===== config.mk =====
export PLATFORM = sky130hd
export DESIGN_NAME = axi2mem_r_fifo
export DESIGN_NICKNAME = d
export VERILOG_FILES = /design/src/rtl/axi2mem_r_fifo.sv
export SDC_FILE = /design/constraint.sdc
export NUM_CORES = 1
export LEC_CHECK = 0
export ABC_CLOCK_PERIOD_IN_PS = 2500
export CORE_MARGIN = 10
export CORE_UTILIZATION = 51
export DETAILED_ROUTE_END_ITERATION = 10
export PLACE_DENSITY = 0.77
export SLEW_MARGIN = 20
export SYNTH_ARGS = -nofsm -noshare
export SYNTH_HDL_FRONTEND = slang
export SYNTH_SLANG_ARGS = --single-unit
export TNS_END_PERCENT = 5

===== constraint.sdc =====
create_clock -name clk_i -period 2.5 [get_ports clk_i]
set_clock_uncertainty 0.2 [all_clocks]
set_input_delay 0.25 -clock clk_i [delete_from_list [all_inputs] [get_ports clk_i]]
set_output_delay 0.25 -clock clk_i [all_outputs]
set_load 0.01 [all_outputs]

===== src/rtl/axi2mem_r_fifo.sv =====
`default_nettype none
// ============================================================================
// Module      : axi2mem_r_fifo
// Description : Multi-entry AXI R-channel beat FIFO with fill reporting and
//               optional store-and-forward release of complete bursts.
// Revision    : 1.0 - initial multi-entry release
// ============================================================================
module axi2mem_r_fifo #(
    parameter int ID_WIDTH     = 4,
    parameter int DATA_WIDTH   = 64,
    parameter int USER_WIDTH   = 6,
    parameter int DEPTH        = 4,
    parameter int STORE_FWD    = 0,
    parameter int AFULL_THRESH = DEPTH - 1,
    parameter int CNT_WIDTH    = $clog2(DEPTH) + 1
) (
    input  logic                  clk_i,
    input  logic                  rst_ni,
    input  logic                  slave_valid_i,
    input  logic [DATA_WIDTH-1:0] slave_data_i,
    input  logic [1:0]            slave_resp_i,
    input  logic [USER_WIDTH-1:0] slave_user_i,
    input  logic [ID_WIDTH-1:0]   slave_id_i,
    input  logic                  slave_last_i,
    output logic                  slave_ready_o,
    output logic                  master_valid_o,
    output logic [DATA_WIDTH-1:0] master_data_o,
    output logic [1:0]            master_resp_o,
    output logic [USER_WIDTH-1:0] master_user_o,
    output logic [ID_WIDTH-1:0]   master_id_o,
    output logic                  master_last_o,
    input  logic                  master_ready_i,
    output logic [CNT_WIDTH-1:0]  count_o,
    output logic [CNT_WIDTH-1:0]  bursts_o,
    output logic                  almost_full_o
);

    localparam int c_PTR_W  = $clog2(DEPTH);
    localparam int c_BEAT_W = ID_WIDTH + USER_WIDTH + DATA_WIDTH + 2 + 1;

    logic [c_BEAT_W-1:0]  r_mem [DEPTH];
    logic [c_PTR_W:0]     r_wptr;
    logic [c_PTR_W:0]     r_rptr;
    logic [CNT_WIDTH-1:0] r_count;
    logic [CNT_WIDTH-1:0] r_bursts;

    logic                 w_full;
    logic                 w_empty;
    logic                 w_push;
    logic                 w_pop;
    logic                 w_valid;
    logic [c_BEAT_W-1:0]  w_wr_beat;
    logic [c_BEAT_W-1:0]  w_rd_beat;
    logic [CNT_WIDTH-1:0] w_count_next;
    logic [CNT_WIDTH-1:0] w_bursts_next;

    assign w_full  = (r_wptr[c_PTR_W] != r_rptr[c_PTR_W]) &&
                     (r_wptr[c_PTR_W-1:0] == r_rptr[c_PTR_W-1:0]);
    assign w_empty = (r_wptr == r_rptr);

    assign w_push  = slave_valid_i & ~w_full;
    assign w_pop   = w_valid & master_ready_i;

    assign w_wr_beat = {slave_id_i, slave_user_i, slave_data_i, slave_resp_i, slave_last_i};
    assign w_rd_beat = r_mem[r_rptr[c_PTR_W-1:0]];

    always_comb begin
        w_count_next  = r_count;
        w_bursts_next = r_bursts;
        if (w_push && !w_pop) begin
            w_count_next = r_count + {{(CNT_WIDTH-1){1'b0}}, 1'b1};
        end else if (w_pop && !w_push) begin
            w_count_next = r_count - {{(CNT_WIDTH-1){1'b0}}, 1'b1};
        end
        if ((w_push && slave_last_i) && !(w_pop && w_rd_beat[0])) begin
            w_bursts_next = r_bursts + {{(CNT_WIDTH-1){1'b0}}, 1'b1};
        end else if ((w_pop && w_rd_beat[0]) && !(w_push && slave_last_i)) begin
            w_bursts_next = r_bursts - {{(CNT_WIDTH-1){1'b0}}, 1'b1};
        end
    end

    always_ff @(posedge clk_i or negedge rst_ni) begin
        if (!rst_ni) begin
            r_wptr   <= '0;
            r_rptr   <= '0;
            r_count  <= '0;
            r_bursts <= '0;
            for (int i = 0; i < DEPTH; i++) begin
                r_mem[i] <= '0;
            end
        end else begin
            if (w_push) begin
                r_mem[r_wptr[c_PTR_W-1:0]] <= w_wr_beat;
                r_wptr <= r_wptr + {{c_PTR_W{1'b0}}, 1'b1};
            end
            if (w_pop) begin
                r_rptr <= r_rptr + {{c_PTR_W{1'b0}}, 1'b1};
            end
            r_count  <= w_count_next;
            r_bursts <= w_bursts_next;
        end
    end

    generate
        if (STORE_FWD != 0) begin : g_store_fwd
            // Release lets an over-long burst drain once it has filled the FIFO.
            logic r_release;
            always_ff @(posedge clk_i or negedge rst_ni) begin
                if (!rst_ni) begin
                    r_release <= 1'b0;
                end else if ((w_pop && w_rd_beat[0]) || (w_count_next == '0)) begin
                    r_release <= 1'b0;
                end else if (w_full && (r_bursts == '0)) begin
                    r_release <= 1'b1;
                end
            end
            assign w_valid = !w_empty && ((r_bursts != '0) || w_full || r_release);
        end else begin : g_cut_through
            assign w_valid = !w_empty;
        end
    endgenerate

    assign slave_ready_o  = ~w_full;
    assign master_valid_o = w_valid;
    assign {master_id_o, master_user_o, master_data_o, master_resp_o, master_last_o} = w_rd_beat;
    assign count_o        = r_count;
    assign bursts_o       = r_bursts;
    assign almost_full_o  = (r_count >= CNT_WIDTH'(AFULL_THRESH));

endmodule
`default_nettype wire


# Yosys cells after proc, flatten, opt, wreduce, memory -nomap -nowiden
# Index checks and enable logic that the tools add are counted.
[word_totals] register_bits=320 latch_bits=0 ramBits=0 romBits=0 input_bits=81 output_inout_bits=86 elab_cells=51 mem_count=0
[classes] addsub=6 multipliers=0 n_div=0 magnitude_cmp=4 n_eq_ne=3 n_shift=0 n_mux=10 n_bitwise=5 n_reduce_logical=15
[ops] cell="$bwmux W308" n=1
[ops] cell="$mux W77" n=3
[ops] cell="$bmux W77 S2" n=1
[ops] cell="$demux W77 S2" n=1
[ops] cell="$add A3 B1 Y3 const B" n=4
[ops] cell="$mux W3" n=4
[ops] cell="$logic_and A1 B1 Y1" n=8
[ops] cell="$ge A3 B3 Y1 const B" n=2
[ops] cell="$not A2 Y3" n=2
[ops] cell="$sub A3 B1 Y3 const B" n=2
[ops] cell="$logic_not A1 Y1" n=5
[ops] cell="$reduce_bool A2 Y1" n=2
[ops] cell="$eq A3 B3 Y1" n=1
[ops] cell="$ge A3 B2 Y1 const B" n=1
[ops] cell="$lt A3 B1 Y1 const B" n=1
[ops] cell="$and A1 B1 Y1" n=2
[ops] cell="$eq A2 B2 Y1" n=1
[ops] cell="$ne A1 B1 Y1" n=1
[ops] cell="$not A1 Y1" n=1

# Depth between registers and ports, before layout
# Gate-level depths: netlist of run 1.
[depth] word_depth=9 mapped_depth=10 ltp_nobuf=9

# Least setup slack after synthesis of run 1
# OpenSTA, ideal clock, no wires.
[synth_timing] path_kind="flip-flop to flip-flop" from="reg r_rptr[0]" to="reg r_bursts[2], in the netlist bursts_o[2]" setup_ns=0.079 t_arrival_ns=2.449 required_ns=2.221 path_slack_ns=-0.228 stages_incl_launch_ff=11 n_path_buf=2 synth_period_minus_slack_ns=2.728 path_cell_list="dfrtp_1 > buf_2 > buf_2 > mux4_2 > o211ai_1 > ha_1 > inv_1 > fa_1 > xor2_1 > nor2_1 > xor2_1"
[synth_between] elab_chain_len=8 elab_cells_between_ends=19 classes_between="eq/ne (2); mux (4); bitwise (4); reduce/logical (9)"
[synth_rtl] item="start, declared" line="43" text="logic [c_PTR_W:0] r_rptr;"
[synth_rtl] item="start signal, assigned" line="97" text="r_rptr <= r_rptr + {{c_PTR_W{1'b0}}, 1'b1};"
[synth_rtl] item="$not A2 Y3 (implied by the code) (*)" line="65" text="assign w_rd_beat = r_mem[r_rptr[c_PTR_W-1:0]];"
[synth_rtl] item="$bmux W77 S2 (*)" line="65"
[synth_rtl] item="$mux W77 (implied by the code) (*) (2 in a row)" line="65"
[synth_rtl] item="via master_last_o" line="31" text="output logic master_last_o,"
[synth_rtl] item="$logic_and A1 B1 Y1 (*)" line="75, 77"
[synth_rtl] item="$logic_not A1 Y1" line="75" text="if ((w_push && slave_last_i) && !(w_pop && w_rd_beat[0])) begin"
[synth_rtl] item="$logic_and A1 B1 Y1" line="75"
[synth_rtl] item="$mux W3 / $reduce_bool A2 Y1 (equally long branches)"
[synth_rtl] item="end signal, assigned" line="100" text="r_bursts <= w_bursts_next;"
[synth_rtl] item="end, declared" line="45" text="logic [CNT_WIDTH-1:0] r_bursts;"
# The timed path passes the listed nets; every way through them passes the cells marked *. The select of a mux whose other input is x is not followed.
# A chain may end at the register's enable or synchronous reset.

# Worst setup path in the final report of run 1
[layout_timing] from="reg r_rptr[0]" to="out master_data_o[20]"
[layout_between] elab_chain_len=4
[layout_rtl] item="$not A2 Y3 (implied by the code)" line="65"
[layout_rtl] item="$bmux W77 S2" line="65"
[layout_rtl] item="$mux W77 (implied by the code) (2 in a row)" line="65"
[layout_rtl] item="end, declared" line="27" text="output logic [DATA_WIDTH-1:0] master_data_o,"
# Every way passes these cells. The select of a mux whose other input is x is not followed.

==> impl_metrics.toml, run 1 <==
[run_status]
status = "finished with violations"
violations = "setup timing"

[floorplanning]
ioPinCount = 167
initial_core_util = 0.518
die_height_um = 185
dieWidth_um = 185
coreArea_sq_um = 27000
rows = 60
die-area_sq_um = 34400

[sta]
postLayoutSetupSlackWorst_ns = -0.0481
hold_viol = 0
period_minus_slack_ns = 2.55
worst_slew_pin_slew_ns = 0.485
fmax_ghz = 0.392
finalMaxSlewViolations = 0
finalCritPeriodShare = 1.02
setup_viol = 12
slew-limit-headroom = 0.676
rsz0062_at_grt = "yes"

[placed_design]
gp_congestion = 0.741
port-buffer-count = 166
dp.final_hpwl_um = 19300
pre_cts_slack_ns = -0.0912

[worst_setup_path]
worst-path-buf-inv = 3
critPathTopFamily = "buffers and inverters"
cpMostUsedCell = "buf_12"
cp_cell_sequence = "buf_12, buf_12, mux4_2, dlygate4sd2_1"
required_ns = 2.05
r2r_slack_ns = 0.01
endpoint = "master_data_o[20]"
r2r_end = "bursts_o[1]$_DFFE_PN0P_"
worst_ep_arrival_time_ns = 2.10
end_kind = "output pin"
slowest_delay_ns = 0.54
start_kind = "register"
worstPathMaxFanout = 11
cp-startpoint = "r_rptr[0]$_DFFE_PN0P_"
worstRegToRegCells = 8
criticalPathCategory = "reg -> out"
critPathSlowestCell = "mux4_2"
worstReg2RegStart = "r_rptr[0]$_DFFE_PN0P_"
cp.depth = 4

[routing]
wire_per_inst_um = 22.3
detail-route-antenna-nets = 0
firstDrtPassIters = 5
vias = 7784
viasPerCell = 5.65
drc = 0
drt_iter0_drc = 378
drt-total-wl_um = 30700

[logic_synthesis]
yosysWarnings = 0
ys_seq_elements = 320
synth_nets = 901
synth.cell_area_sq_um = 14000
synth_area_leaders = "dfrtp_1 57%, mux2_2 16%, mux4_2 12%"
seq_area_frac_synth = 0.574
synth_area_leader_cell = "dfrtp_1"
ys_types = 26
synth_top_cell_area_share = 0.574
syn_avg_cell_area_sq_um = 17.2
syn_inst = 811

[global_routing]
grt_pass1_wl_um = 49600
grt_pass1_vias = 8783
grt_use_total = 0.182
grt_overflow = 0
grt_max_degree = 65
antenna_found_initial = 0

[finish]
fin_util = 0.659
finalNetCount = 1101
layout_commonest_cell = "dfrtp_1"
nFillCells = 1828
layout_common_cells = "318 x dfrtp_1, 202 x mux2_2, 110 x mux2_1"
drive_above_1_share = 0.450
syn_to_final_growth_pct = 27.3
antennaDiodeCount = 0

[cts]
ctsRootBufferMaster = "clkbuf_16"
h-tree-depth = 2
clock_path_buffers = 3
cts_sinks = 320
clk_latency_ns = 0.50
clk_pin_slew_ns = 0.06
cts_tree = "built"
cts_made_buffers = 35

[flow_run]
cap_violations = 0

[pwr]
ir_worst_vdd_v = 0.000844
power_density_nw_per_um2 = 1530
static-leakage-power_nw = 7.44

[min_path]
hold_path_class = "in -> async"
-- synth_stat cells (all sizes together) --
master and instances:
clkbuf 8, nand2 9, fa 2, a21o 1
mux2 312, mux4 77, nand3 1, nor2 2
and2 2, dfrtp 320, o211ai 2, buf 42
inv 6, a31o 1, a31oi 5, xor2 6
ha 7, a211o 1, xnor2 7
-- routing by layer --
metal / routed length (um) / track usage / part of all wire / up-vias
met1: 12900 / 0.233 / 0.42 / 4173
met2: 15500 / 0.307 / 0.51 / 157
met3: 1770 / 0.0433 / 0.058 / 34
met4: 419 / 0.0397 / 0.014 / 0
met5: 0 / 0 / 0 / -
li1: - / - / - / 3420
-- final cells by class --
type / count / area, sq um / area share
sequential: 320 / 8020 / 0.451
multi-input combinational: 435 / 5770 / 0.325
timing repair buffer: 213 / 2290 / 0.129
clock buffer: 52 / 1110 / 0.0626
tap: 341 / 427 / 0.0240
clock inverter: 10 / 128 / 0.00718
inverter: 6 / 22.5 / 0.00127
-- where the power goes --
part	switching (W)	leakage, nW	total (W)	internal, W
sequential	0.00142	3.79	0.00931	0.00790
combinational	0.00508	3.03	0.0125	0.00740
clock	0.00199	0.618	0.00537	0.00338
total	0.00849	7.44	0.0272	0.0187
-- worst min path at each step --
stage / to / cells after the start
floorplan: bursts_o[0]$_DFFE_PN0P_ / 0
global placement: r_mem[139]$_DFFE_PN0P_ / 1
detailed placement: r_mem[139]$_DFFE_PN0P_ / 1
CTS: r_mem[139]$_DFFE_PN0P_ / 2
global route: r_mem[139]$_DFFE_PN0P_ / 2
finish: r_mem[139]$_DFFE_PN0P_ / 2
-- through the flow --
step                hold slack [ns]  TNS (ns)  cells  total power [W]  instance area (sq um)
finish                       0.0887    -0.279   1377           0.0272                  17800
global route                  0.127     -3.00   1377           0.0288                  17800
CTS                          0.0984     -3.41   1373           0.0272                  17700
detailed placement           0.0282    -0.126   1298           0.0218                  16300
global placement             0.0262   -0.0404   1298           0.0214                  16300
floorplan                    -0.246   -0.0425    811           0.0164                  14000
-- repair_timing --
item                                    CTS  global route
endpoints found under the hold margin   320             0
hold buffers                              1             0
resized for setup                       295            25
gates cloned                              4             1
endpoints found under the setup margin   80            74
pin swaps                                 4             8
setup buffers                             8             5
-- state kept, by name, summed over array words and instances (netlist names) --
register / cells
r_wptr: 3
r_rptr: 3
r_mem: 308
count_o: 3
bursts_o: 3
-- cells by family (layout without fill, tap and decap cells) --
logic type | Yosys count | after routing | synth area share
AO/OA/AOI/OAI | 10 | 10 | 0.00556
XOR/XNOR | 13 | 13 | 0.00977
adder cells (fa/ha/maj) | 9 | 9 | 0.00914
buffers and inverters | 56 | 281 | 0.0218
flip-flops | 320 | 320 | 0.574
multiplexers | 389 | 389 | 0.376
AND/OR/NAND/NOR | 14 | 14 | 0.00421
Power figures use the tool's default switching activity.
==> inputs of run 2 (changes only) <==
--- a/config.mk
+++ b/config.mk
@@ -8,6 +8,7 @@
 export ABC_CLOCK_PERIOD_IN_PS = 2500
 export CORE_MARGIN = 10
 export CORE_UTILIZATION = 51
+export CTS_BUF_LIST = sky130_fd_sc_hd__clkbuf_4 sky130_fd_sc_hd__clkbuf_8 sky130_fd_sc_hd__clkbuf_16
 export DETAILED_ROUTE_END_ITERATION = 10
 export PLACE_DENSITY = 0.77
 export SLEW_MARGIN = 20
==> run 2 against run 1 <==
The flow still finishes with violations (setup timing). Via count about the same. Hold slack unchanged. Routed wire length about the same. Power hardly changed. Fmax did not move. Critical path depth unchanged. Non-clock buffer count stayed put. Global-route usage did not move. Sequential power barely moved. Largest cell class unchanged.
==> impl_metrics.toml, run 2 (synthesis gave the netlist of run 1 again) <==
[worst_setup_path]
r2r_slack_ns = 0.01
critPathSlowestCell = "mux4_2"
worst-path-buf-inv = 3
worstRegToRegCells = 8
required_ns = 2.05
critPathTopFamily = "buffers and inverters"
cpMostUsedCell = "buf_12"
worstReg2RegStart = "r_rptr[0]$_DFFE_PN0P_"
slowest_delay_ns = 0.54
worst_ep_arrival_time_ns = 2.10
criticalPathCategory = "reg -> out"
cp_cell_sequence = "buf_12, buf_12, mux4_2, dlygate4sd2_1"
worstPathMaxFanout = 11
start_kind = "register"
r2r_end = "bursts_o[1]$_DFFE_PN0P_"
end_kind = "output pin"

[pwr]
power.switching_w = 0.00850
p_int_w = 0.0187
p_seq_frac = 0.343
ir_worst_vdd_v = 0.000844
finalPower_w = 0.0272
power_density_nw_per_um2 = 1530
switching_share = 0.312
p_comb_frac = 0.459
static-leakage-power_nw = 7.44
clkPwrFrac = 0.199

[floorplanning]
die_height_um = 185
rows = 60
initial_core_util = 0.518
die-area_sq_um = 34400
dieWidth_um = 185
ioPinCount = 167
coreArea_sq_um = 27000

[placed_design]
placed_cells = 1298
gp_congestion = 0.741
dp.final_hpwl_um = 19300
port-buffer-count = 166

[run_status]
violations = "setup timing"
status = "finished with violations"

[global_routing]
grt_use_total = 0.182
grt_overflow = 0
globalRouteMet1Util = 0.233
grt_pass1_wl_um = 49600
gr-usage-met3 = 0.0433
grt_max_degree = 65
grt_util_met2 = 0.307
antenna_found_initial = 0
top_usage_layer = "met2"
grt_pass1_vias = 8783

[finish]
syn_to_final_growth_pct = 27.3
antennaDiodeCount = 0
finalNetCount = 1101
largest_reg_flops = 308
drive_above_1_share = 0.452
largest_register = "r_mem"
multi_input_area_sq_um = 5770
layout_common_cells = "318 x dfrtp_1, 202 x mux2_2, 110 x mux2_1"
seqCellArea_sq_um = 8020
fin_cells = 1377
nFillCells = 1825
layout_commonest_cell = "dfrtp_1"

[routing]
drt_iter0_drc = 379
drc = 0
vias = 7783
drt-total-wl_um = 30700
viasPerCell = 5.65
wire_per_inst_um = 22.3
firstDrtPassIters = 5
detail-route-antenna-nets = 0

[cts]
cts_sinks = 320
cts_tree = "built"
clk_latency_ns = 0.50
clock_path_buffers = 3
h-tree-depth = 2
clk_pin_slew_ns = 0.06
ctsRootBufferMaster = "clkbuf_16"
cts_made_buffers = 35

[sta]
slew-limit-headroom = 0.676
worst_slew_pin_slew_ns = 0.485
fmax_ghz = 0.392
postLayoutSetupSlackWorst_ns = -0.0481
hold_viol = 0
finalCritPeriodShare = 1.02
setup_viol = 12
rsz0062_at_grt = "yes"
period_minus_slack_ns = 2.55
finalMaxSlewViolations = 0

[flow_run]
cap_violations = 0

[min_path]
hold_path_class = "in -> async"
-- run 2: cell counts in the layout (fill, tap and decap cells not counted) --
No cell type changed its count.
-- run 2: per-layer routing --
layer | part of all wire | wire (um)
met1 | 0.42 | 12900
met4 | 0.014 | 419
met3 | 0.058 | 1770
met2 | 0.51 | 15500
met5 | 0 | 0
-- run 2: worst register-to-register path: stages, from the launching register on --
cell,delay [ns]
dfrtp_4,0.50
buf_12,0.14
xnor2_4,0.27
a31oi_4,0.17
and2_1,0.20
ha_2,0.18
inv_2,0.05
fa_2,0.41
mux2_2,0.26
-- run 2: cell type report --
cell class                      count  share of cell area
Clock buffer                       52              0.0630
Clock inverter                     10             0.00718
Inverter                            6             0.00127
Multi-Input combinational cell    435               0.325
Sequential cell                   320               0.451
Tap cell                          341              0.0240
Timing Repair Buffer              213               0.129
-- run 2: stage by stage --
step	instance area, sq um	setup TNS (ns)	utilization	hold WS (ns)	setup slack [ns]
2_1_floorplan	14000	-0.0425	-	-0.246	-0.0425
3_3_place_gp	16300	-0.0404	0.604	0.0262	-0.0404
3_5_place_dp	16300	-0.126	0.604	0.0282	-0.0912
4_1_cts	17700	-3.41	0.656	0.0984	-0.108
5_1_grt	17800	-3.00	0.660	0.127	-0.116
6_report	17800	-0.279	0.660	0.0887	-0.0481
-- run 2: what timing repair did --
action	in CTS	in global routing
pin swaps	4	8
hold buffers	1	0
gates resized for setup	295	25
buffers inserted	8	5
hold endpoints to repair	320	0
gates cloned	4	1
endpoints found under the setup margin	80	74
-- run 2: power by group through the flow --
stage	clock (W)	combinational (W)	sequential, W
4_1_cts	0.00551	0.0124	0.00929
6_report	0.00540	0.0125	0.00931
3_5_place_dp	0	0.0124	0.00935
3_3_place_gp	0	0.0122	0.00920
5_1_grt	0.00575	0.0135	0.00964
2_1_floorplan	0	0.00760	0.00883
-- run 2: worst max path at each step --
stage | start | to | slack [ns] | cells past startpoint
2_1_floorplan | r_rptr[0]$_DFFE_PN0P_ | bursts_o[2]$_DFFE_PN0P_ | -0.04 | 10
3_3_place_gp | slave_valid_i | bursts_o[2]$_DFFE_PN0P_ | -0.04 | 10
3_5_place_dp | slave_valid_i | bursts_o[2]$_DFFE_PN0P_ | -0.09 | 10
4_1_cts | r_rptr[0]$_DFFE_PN0P_ | master_data_o[1] | -0.11 | 6
5_1_grt | r_rptr[0]$_DFFE_PN0P_ | bursts_o[2]$_DFFE_PN0P_ | -0.12 | 10
6_report | r_rptr[0]$_DFFE_PN0P_ | master_data_o[20] | -0.05 | 4
